===== src/rtl/sram_pkg.sv =====
// Shared types and constants for the Wishbone-to-8-bit SRAM controller.
package sram_pkg;

    typedef enum logic [2:0] {
        IDLE,
        SETUP,
        STROBE,
        HOLD,
        ACK
    } state_t;

    localparam int DEF_WAIT_CYCLES = 3;
    localparam int DEF_TURN_CYCLES = 1;
    localparam int NUM_CHIPS       = 4;
    localparam int CHIP_ADDR_W     = 21;
    localparam int WB_ADDR_USED    = 23;

    // Lowest lane at or above start whose mask bit is set; 4 means none left.
    function automatic logic [2:0] next_lane(input logic [3:0] mask, input logic [2:0] start);
        logic [2:0] lane;
        lane = 3'd4;
        for (int i = 3; i >= 0; i--) begin
            if (mask[i] && (3'(i) >= start)) lane = 3'(i);
        end
        return lane;
    endfunction

endpackage


===== src/rtl/sram_cycle_timer.sv =====
// Down-counters producing the terminal counts for the STROBE and HOLD phases.
module sram_cycle_timer
    import sram_pkg::*;
#(
    parameter int WAIT_CYCLES = DEF_WAIT_CYCLES,
    parameter int TURN_CYCLES = DEF_TURN_CYCLES
) (
    input  logic   i_clk,
    input  logic   i_reset,
    input  state_t i_state,
    output logic   o_strobe_tc,
    output logic   o_hold_tc
);

    localparam logic [3:0] STROBE_LOAD = 4'(WAIT_CYCLES - 1);
    localparam logic [2:0] HOLD_LOAD   = 3'(TURN_CYCLES - 1);

    logic [3:0] r_strobe_cnt;
    logic [2:0] r_hold_cnt;

    // Counters sit preloaded outside their phase and saturate at zero inside it.
    always_ff @(posedge i_clk) begin
        if (i_reset) begin
            r_strobe_cnt <= STROBE_LOAD;
            r_hold_cnt   <= HOLD_LOAD;
        end else begin
            if (i_state != STROBE) r_strobe_cnt <= STROBE_LOAD;
            else if (r_strobe_cnt != 4'd0) r_strobe_cnt <= r_strobe_cnt - 4'd1;

            if (i_state != HOLD) r_hold_cnt <= HOLD_LOAD;
            else if (r_hold_cnt != 3'd0) r_hold_cnt <= r_hold_cnt - 3'd1;
        end
    end

    assign o_strobe_tc = (i_state == STROBE) && (r_strobe_cnt == 4'd0);
    assign o_hold_tc   = (i_state == HOLD) && (r_hold_cnt == 3'd0);

endmodule


===== src/rtl/wb_sram8_ctrl.sv =====
// Wishbone 32-bit slave driving four 8-bit asynchronous SRAMs one byte at a time.
// Optional SRAM_POSTED_WRITE_EN: writes are acked immediately and finish in the background.
//
// state  | meaning
// IDLE   | waiting for cyc & stb
// SETUP  | address, chip select and write data valid, strobes high
// STROBE | read_n or write_n low for WAIT_CYCLES clocks
// HOLD   | strobes high, address/cs/data held for TURN_CYCLES clocks
// ACK    | one-clock acknowledge (suppressed if the master abandoned the cycle)
module wb_sram8_ctrl
    import sram_pkg::*;
#(
    parameter int WAIT_CYCLES = DEF_WAIT_CYCLES,
    parameter int TURN_CYCLES = DEF_TURN_CYCLES
) (
    input  logic                   i_clk,
    input  logic                   i_reset,
    input  logic [31:0]            i_wb_adr,
    input  logic [3:0]             i_wb_sel,
    input  logic                   i_wb_we,
    input  logic [31:0]            i_wb_dat,
    input  logic                   i_wb_cyc,
    input  logic                   i_wb_stb,
    output logic [31:0]            o_wb_dat,
    output logic                   o_wb_ack,
    output logic [NUM_CHIPS-1:0]   o_sram_cs_n,
    output logic                   o_sram_read_n,
    output logic                   o_sram_write_n,
    output logic [CHIP_ADDR_W-1:0] o_sram_addr,
    output logic [7:0]             o_sram_data,
    output logic                   o_sram_data_oe,
    input  logic [7:0]             i_sram_data
);

    state_t      r_state, w_state_next;
    logic [18:0] r_adr_hi;
    logic [1:0]  r_chip;
    logic [3:0]  r_sel;
    logic        r_we;
    logic [31:0] r_dat;
    logic [1:0]  r_idx;
    logic        r_ack_ok;
    logic [CHIP_ADDR_W-1:0] r_sram_addr;
    logic [7:0]  r_sram_data;
    logic [31:0] r_rdata;

    logic        w_req, w_active, w_strobe_tc, w_hold_tc, w_posted, w_post_ack;
    logic [3:0]  w_mask;
    logic [2:0]  w_start, w_lane;
    logic [18:0] w_adr_src;
    logic [31:0] w_dat_src;
    logic        w_we_src;
    logic        w_unused_adr;

    assign w_unused_adr = &{1'b0, i_wb_adr[31:WB_ADDR_USED], i_wb_adr[1:0]};

`ifdef SRAM_POSTED_WRITE_EN
    logic r_posted, r_post_ack;
    assign w_posted   = r_posted;
    assign w_post_ack = r_post_ack;
`else
    assign w_posted   = 1'b0;
    assign w_post_ack = 1'b0;
`endif

    sram_cycle_timer #(
        .WAIT_CYCLES(WAIT_CYCLES),
        .TURN_CYCLES(TURN_CYCLES)
    ) u_timer (
        .i_clk       (i_clk),
        .i_reset     (i_reset),
        .i_state     (r_state),
        .o_strobe_tc (w_strobe_tc),
        .o_hold_tc   (w_hold_tc)
    );

    assign w_req    = i_wb_cyc & i_wb_stb;
    assign w_active = (r_state == SETUP) || (r_state == STROBE) || (r_state == HOLD);

    // In IDLE the next lane comes straight from the bus; afterwards from the latched request.
    always_comb begin
        w_we_src  = (r_state == IDLE) ? i_wb_we : r_we;
        w_adr_src = (r_state == IDLE) ? i_wb_adr[20:2] : r_adr_hi;
        w_dat_src = (r_state == IDLE) ? i_wb_dat : r_dat;
        w_mask    = (r_state == IDLE) ? (i_wb_we ? i_wb_sel : 4'hF) : (r_we ? r_sel : 4'hF);
        w_start   = (r_state == IDLE) ? 3'd0 : ({1'b0, r_idx} + 3'd1);
        w_lane    = next_lane(w_mask, w_start);
    end

    always_comb begin
        w_state_next = r_state;
        case (r_state)
            IDLE:    if (w_req) w_state_next = w_lane[2] ? ACK : SETUP;
            SETUP:   w_state_next = STROBE;
            STROBE:  if (w_strobe_tc) w_state_next = HOLD;
            HOLD:    if (w_hold_tc) w_state_next = w_lane[2] ? (w_posted ? IDLE : ACK) : SETUP;
            ACK:     w_state_next = IDLE;
            default: w_state_next = IDLE;
        endcase
    end

    always_ff @(posedge i_clk) begin
        if (i_reset) begin
            r_state     <= IDLE;
            r_adr_hi    <= '0;
            r_chip      <= '0;
            r_sel       <= '0;
            r_we        <= 1'b0;
            r_dat       <= '0;
            r_idx       <= '0;
            r_ack_ok    <= 1'b0;
            r_sram_addr <= '0;
            r_sram_data <= '0;
            r_rdata     <= '0;
`ifdef SRAM_POSTED_WRITE_EN
            r_posted    <= 1'b0;
            r_post_ack  <= 1'b0;
`endif
        end else begin
            r_state <= w_state_next;
            if (r_state == IDLE && w_req) begin
                r_adr_hi <= i_wb_adr[20:2];
                r_chip   <= i_wb_adr[22:21];
                r_sel    <= i_wb_sel;
                r_we     <= i_wb_we;
                r_dat    <= i_wb_dat;
                r_ack_ok <= 1'b1;
`ifdef SRAM_POSTED_WRITE_EN
                r_posted   <= i_wb_we && (i_wb_sel != 4'h0);
                r_post_ack <= i_wb_we && (i_wb_sel != 4'h0);
`endif
            end else begin
`ifdef SRAM_POSTED_WRITE_EN
                r_post_ack <= 1'b0;
`endif
                if (w_active && !w_req) r_ack_ok <= 1'b0;
            end
            if (w_state_next == SETUP) begin
                r_idx       <= w_lane[1:0];
                r_sram_addr <= {w_adr_src, w_lane[1:0]};
                if (w_we_src) r_sram_data <= w_dat_src[{w_lane[1:0], 3'b000} +: 8];
            end
            if (r_state == STROBE && w_strobe_tc && !r_we)
                r_rdata[{r_idx, 3'b000} +: 8] <= i_sram_data;
        end
    end

    assign o_sram_cs_n    = w_active ? ~(4'b0001 << r_chip) : 4'hF;
    assign o_sram_read_n  = !((r_state == STROBE) && !r_we);
    assign o_sram_write_n = !((r_state == STROBE) && r_we);
    assign o_sram_data_oe = w_active && r_we;
    assign o_sram_addr    = r_sram_addr;
    assign o_sram_data    = r_sram_data;
    assign o_wb_dat       = r_rdata;
    assign o_wb_ack       = ((r_state == ACK) && r_ack_ok) || w_post_ack;

endmodule


===== config.mk =====
export PLATFORM = sky130hd
export DESIGN_NAME = wb_sram8_ctrl
export DESIGN_NICKNAME = d
export VERILOG_FILES = /design/src/rtl/sram_pkg.sv /design/src/rtl/sram_cycle_timer.sv /design/src/rtl/wb_sram8_ctrl.sv
export SDC_FILE = /design/constraint.sdc
export NUM_CORES = 1
export LEC_CHECK = 0
export BUFFER_PORTS_ARGS = -buffer_cell sky130_fd_sc_hd__buf_2
export CAP_MARGIN = 25
export CORE_MARGIN = 10
export CORE_UTILIZATION = 50
export CTS_BUF_LIST = sky130_fd_sc_hd__clkbuf_4 sky130_fd_sc_hd__clkbuf_8
export CTS_CLUSTER_DIAMETER = 100
export DETAILED_ROUTE_END_ITERATION = 7
export HOLD_SLACK_MARGIN = 0.03
export PLACE_DENSITY_LB_ADDON = 0.12
export SYNTH_ARGS = -nofsm -noshare
export SYNTH_HDL_FRONTEND = slang
export SYNTH_SLANG_ARGS = --single-unit

===== constraint.sdc =====
create_clock -name i_clk -period 2.7 [get_ports i_clk]
set_input_delay 0.54 -clock i_clk [delete_from_list [all_inputs] [get_ports i_clk]]
set_output_delay 0.54 -clock i_clk [all_outputs]
set_load 0.05 [all_outputs]

==> results.toml <==
[outcome]
outcome = "completed"

[finish]
fillers = 995
fin_area_mm2 = 0.00691
seq_area_mm2 = 0.00261
area_growth_pct = 22.5
nNetsFinal = 899
drive_above_1_share = 0.247
multi_input_area_mm2 = 0.00279

[route]
drtAntennaViolNets = 0
vias_per_cell = 5.44
firstDrtPassIters = 5
drcViolationCount = 0
finalWirelength_um = 15800
drt_iter0_drc = 415
wl_per_cell_um = 16.4
via_count = 5234

[critical_path]
crit_required_ps = 2160
crit_fanout = 9
cp-start-kind = "register"
crit_type = "register to primary output"
startpoint = "r_state[1]"
ff2ff_path_depth = 10
endpoint = "o_sram_cs_n[0]"
crit_arrival_ps = 2060
r2r_slack_ps = 150
worstReg2RegStart = "r_idx[0]"
timing.rr.end = "o_sram_addr[13]"
endpoint_kind = "primary output"

[floorplanning]
std_cell_rows = 38
pin_count = 150
die-width_um = 126
core-area_mm2 = 0.0109
die_area_mm2 = 0.0159
initial_core_util = 0.516
die_h_um = 126

[placed_design]
numPortBuffers = 138
pre_cts_ws_ps = 33.5
place_congestion = 0.842
placed_cell_area_mm2 = 0.00641
dp_hpwl_um = 10900

[worst_hold_path]
hold_class = "input pin to register"

[synth]
ys_dominant_reg_cell = "dfxtp_1"
synth_nets = 775
ys_types = 43
synthesis.area_per_instance_um2 = 8.23
ys_seq_area_frac = 0.461
synth_warnings = 0
netlist_area_mm2 = 0.00564
async_reset_ff_frac = 0
synth_edf_count = 0
syn_inst = 685
ys_seq_elements = 130

[global_route]
grt_max_degree = 60
grt_pass1_vias = 5039
antenna_found_initial = 1
grt_pass1_wl_um = 25200
groute.usage.overall = 0.192
grt-ovfl-total = 0

[power_and_ir_drop]
power.leakage_nw = 2.85
fin_total_pwr_mw = 4.65
p_per_area_mw_per_mm2 = 673
irDropWorstVdd_v = 0.000397

[sta]
worst_slack_ps = 100
fin_skew_ps = 8.44
max_freq_ghz = 0.385
maxSlewViolCount = 0
relSlewSlack = 0.450
final.period_utilization = 0.963
hold_viol = 0
rsz0062_at_grt = "false"
setup_tns_ps = 0
worstMarginPinSlew_ps = 823
setup_violations = 0
fin_crit_ps = 2600

[job]
max-cap-violations = 0

[clocking]
clkTransAtPathRegs_ps = 70
worstSkewPairLatency_ps = 450
clock_sinks = 130
cts.path.max_buffers = 2
htreeDepth = 4
cts_tree = "built"
numCtsBuffers = 17
clockRootBuffer = "clkbuf_8"
-- through the flow --
step                      hold slack (ps)  std cells  utilization
final                                 331        963        0.632
after global routing                  317        963        0.632
after CTS                             303        959        0.627
after detailed placement              442        927        0.587
after global placement                438        927        0.587
after floorplan                       436        685            -
-- repair_timing --
item,4_1_cts,5_1_grt
hold endpoints to repair,0,0
resized for setup,1,5
buffers inserted,0,2
endpoints found under the setup margin,1,27
cloned,0,1
hold buffers,0,0
pin swaps,0,1
-- routing by layer --
| layer | up-vias | GRT usage | part of all wire |
|---|---|---|---|
| li1 | 2627 | - | - |
| met1 | 2433 | 0.230 | 0.43 |
| met2 | 150 | 0.307 | 0.49 |
| met3 | 24 | 0.0629 | 0.058 |
| met4 | 0 | 0.0837 | 0.018 |
| met5 | - | 0 | 0 |
-- kinds of logic (layout without fill, tap and decap cells) --
family          after synthesis  count (layout)  share of synthesized area
simple gates                277             277                      0.214
compound gates              170             170                      0.184
flops                       130             130                      0.461
buf+inv                      58             195                     0.0484
mux                          37              37                     0.0657
fa+ha+maj                     9               9                     0.0200
xor+xnor                      4               4                    0.00621
other cells                   0               1                          0
-- layout by cell type, fill, tap and decap left out, types with 2 or more instances in the layout --
master | Yosys | layout
and2_1 | 8 | 6
a311oi_1 | 2 | 2
nand2_1 | 162 | 161
a32o_1 | 8 | 8
dfxtp_1 | 130 | 128
nand2b_1 | 5 | 5
clkbuf_4 | 0 | 5
a211oi_1 | 21 | 21
mux2i_1 | 37 | 36
inv_1 | 8 | 8
a22oi_1 | 9 | 9
buf_4 | 3 | 14
dfxtp_2 | 0 | 2
bufinv_16 | 0 | 2
o221ai_1 | 8 | 8
a21boi_1 | 2 | 2
clkbuf_8 | 0 | 24
o22ai_1 | 9 | 9
buf_12 | 0 | 3
nor2b_1 | 3 | 3
nor3b_1 | 2 | 2
nand3_1 | 37 | 37
buf_2 | 11 | 137
nor2_1 | 44 | 44
o21ai_0 | 10 | 10
o21ai_1 | 3 | 3
ha_1 | 9 | 8
nor4_1 | 2 | 2
nor3_1 | 5 | 5
a21oi_1 | 93 | 93
xnor2_1 | 4 | 4
-- synthesized netlist by cell type (all sizes together), types with 3 or more instances --
| master | n | area (µm²) |
|---|---|---|
| clkbuf | 30 | 113 |
| a32o | 8 | 80.1 |
| a211oi | 21 | 158 |
| dfxtp | 130 | 2600 |
| a21oi | 94 | 474 |
| nand2 | 162 | 608 |
| o21ai | 14 | 73.8 |
| o221ai | 8 | 70.1 |
| nand2b | 5 | 31.3 |
| o22ai | 9 | 56.3 |
| nor2 | 44 | 165 |
| nor4 | 3 | 33.8 |
| nand3 | 37 | 185 |
| mux2i | 37 | 370 |
| buf | 20 | 130 |
| xnor2 | 4 | 35.0 |
| nor3 | 7 | 51.3 |
| nor2b | 3 | 18.8 |
| a22oi | 9 | 67.6 |
| ha | 9 | 113 |
| inv | 8 | 30.0 |
| and2 | 8 | 50.1 |
-- cell type report --
type / instances / share of cell area
diodes: 1 / 0.000362
clock buffers: 29 / 0.0532
clock inverters: 3 / 0.00942
inverters: 8 / 0.00435
multi-input cells: 497 / 0.404
flip-flops and latches: 130 / 0.377
well taps: 140 / 0.0253
repair buffers: 155 / 0.127
-- power breakdown --
group          switching (mW)  internal [mW]  leakage (nW)  total (mW)
registers              0.0502           2.01          1.06        2.06
clock network           0.707           1.05         0.228        1.75
logic                   0.546          0.295          1.57       0.840
total                    1.30           3.35          2.85        4.65
-- flip-flops by register name, summed over array words and instances, names as in the netlist --
register and count:
o_wb_dat 32, r_dat 32, o_sram_addr 20, r_adr_hi 19, o_sram_data 8, r_sel 4
u_timer.r_strobe_cnt 4, r_state 3, u_timer.r_hold_cnt 3, r_chip 2, r_ack_ok 1, r_idx 1
r_we 1
-- critical path, stage by stage (launching register included) --
cell and delay (ps):
dfxtp_1 540, nor2_1 180, or2_2 360, or3_1 310, buf_2 220
-- worst min-delay path by stage --
stage | start | to | slack, ps | depth (start not counted)
final | i_wb_adr[22] | r_chip[1] | 330 | 3
after CTS | i_wb_adr[22] | r_chip[1] | 300 | 3
after floorplan | r_adr_hi[0] | r_adr_hi[0] | 440 | 2
after global routing | i_wb_adr[4] | r_adr_hi[2] | 320 | 3
after global placement | o_wb_dat[12] | o_wb_dat[12] | 440 | 2
after detailed placement | o_wb_dat[17] | o_wb_dat[17] | 440 | 2
No activity file was read; power rests on OpenSTA's default activity.
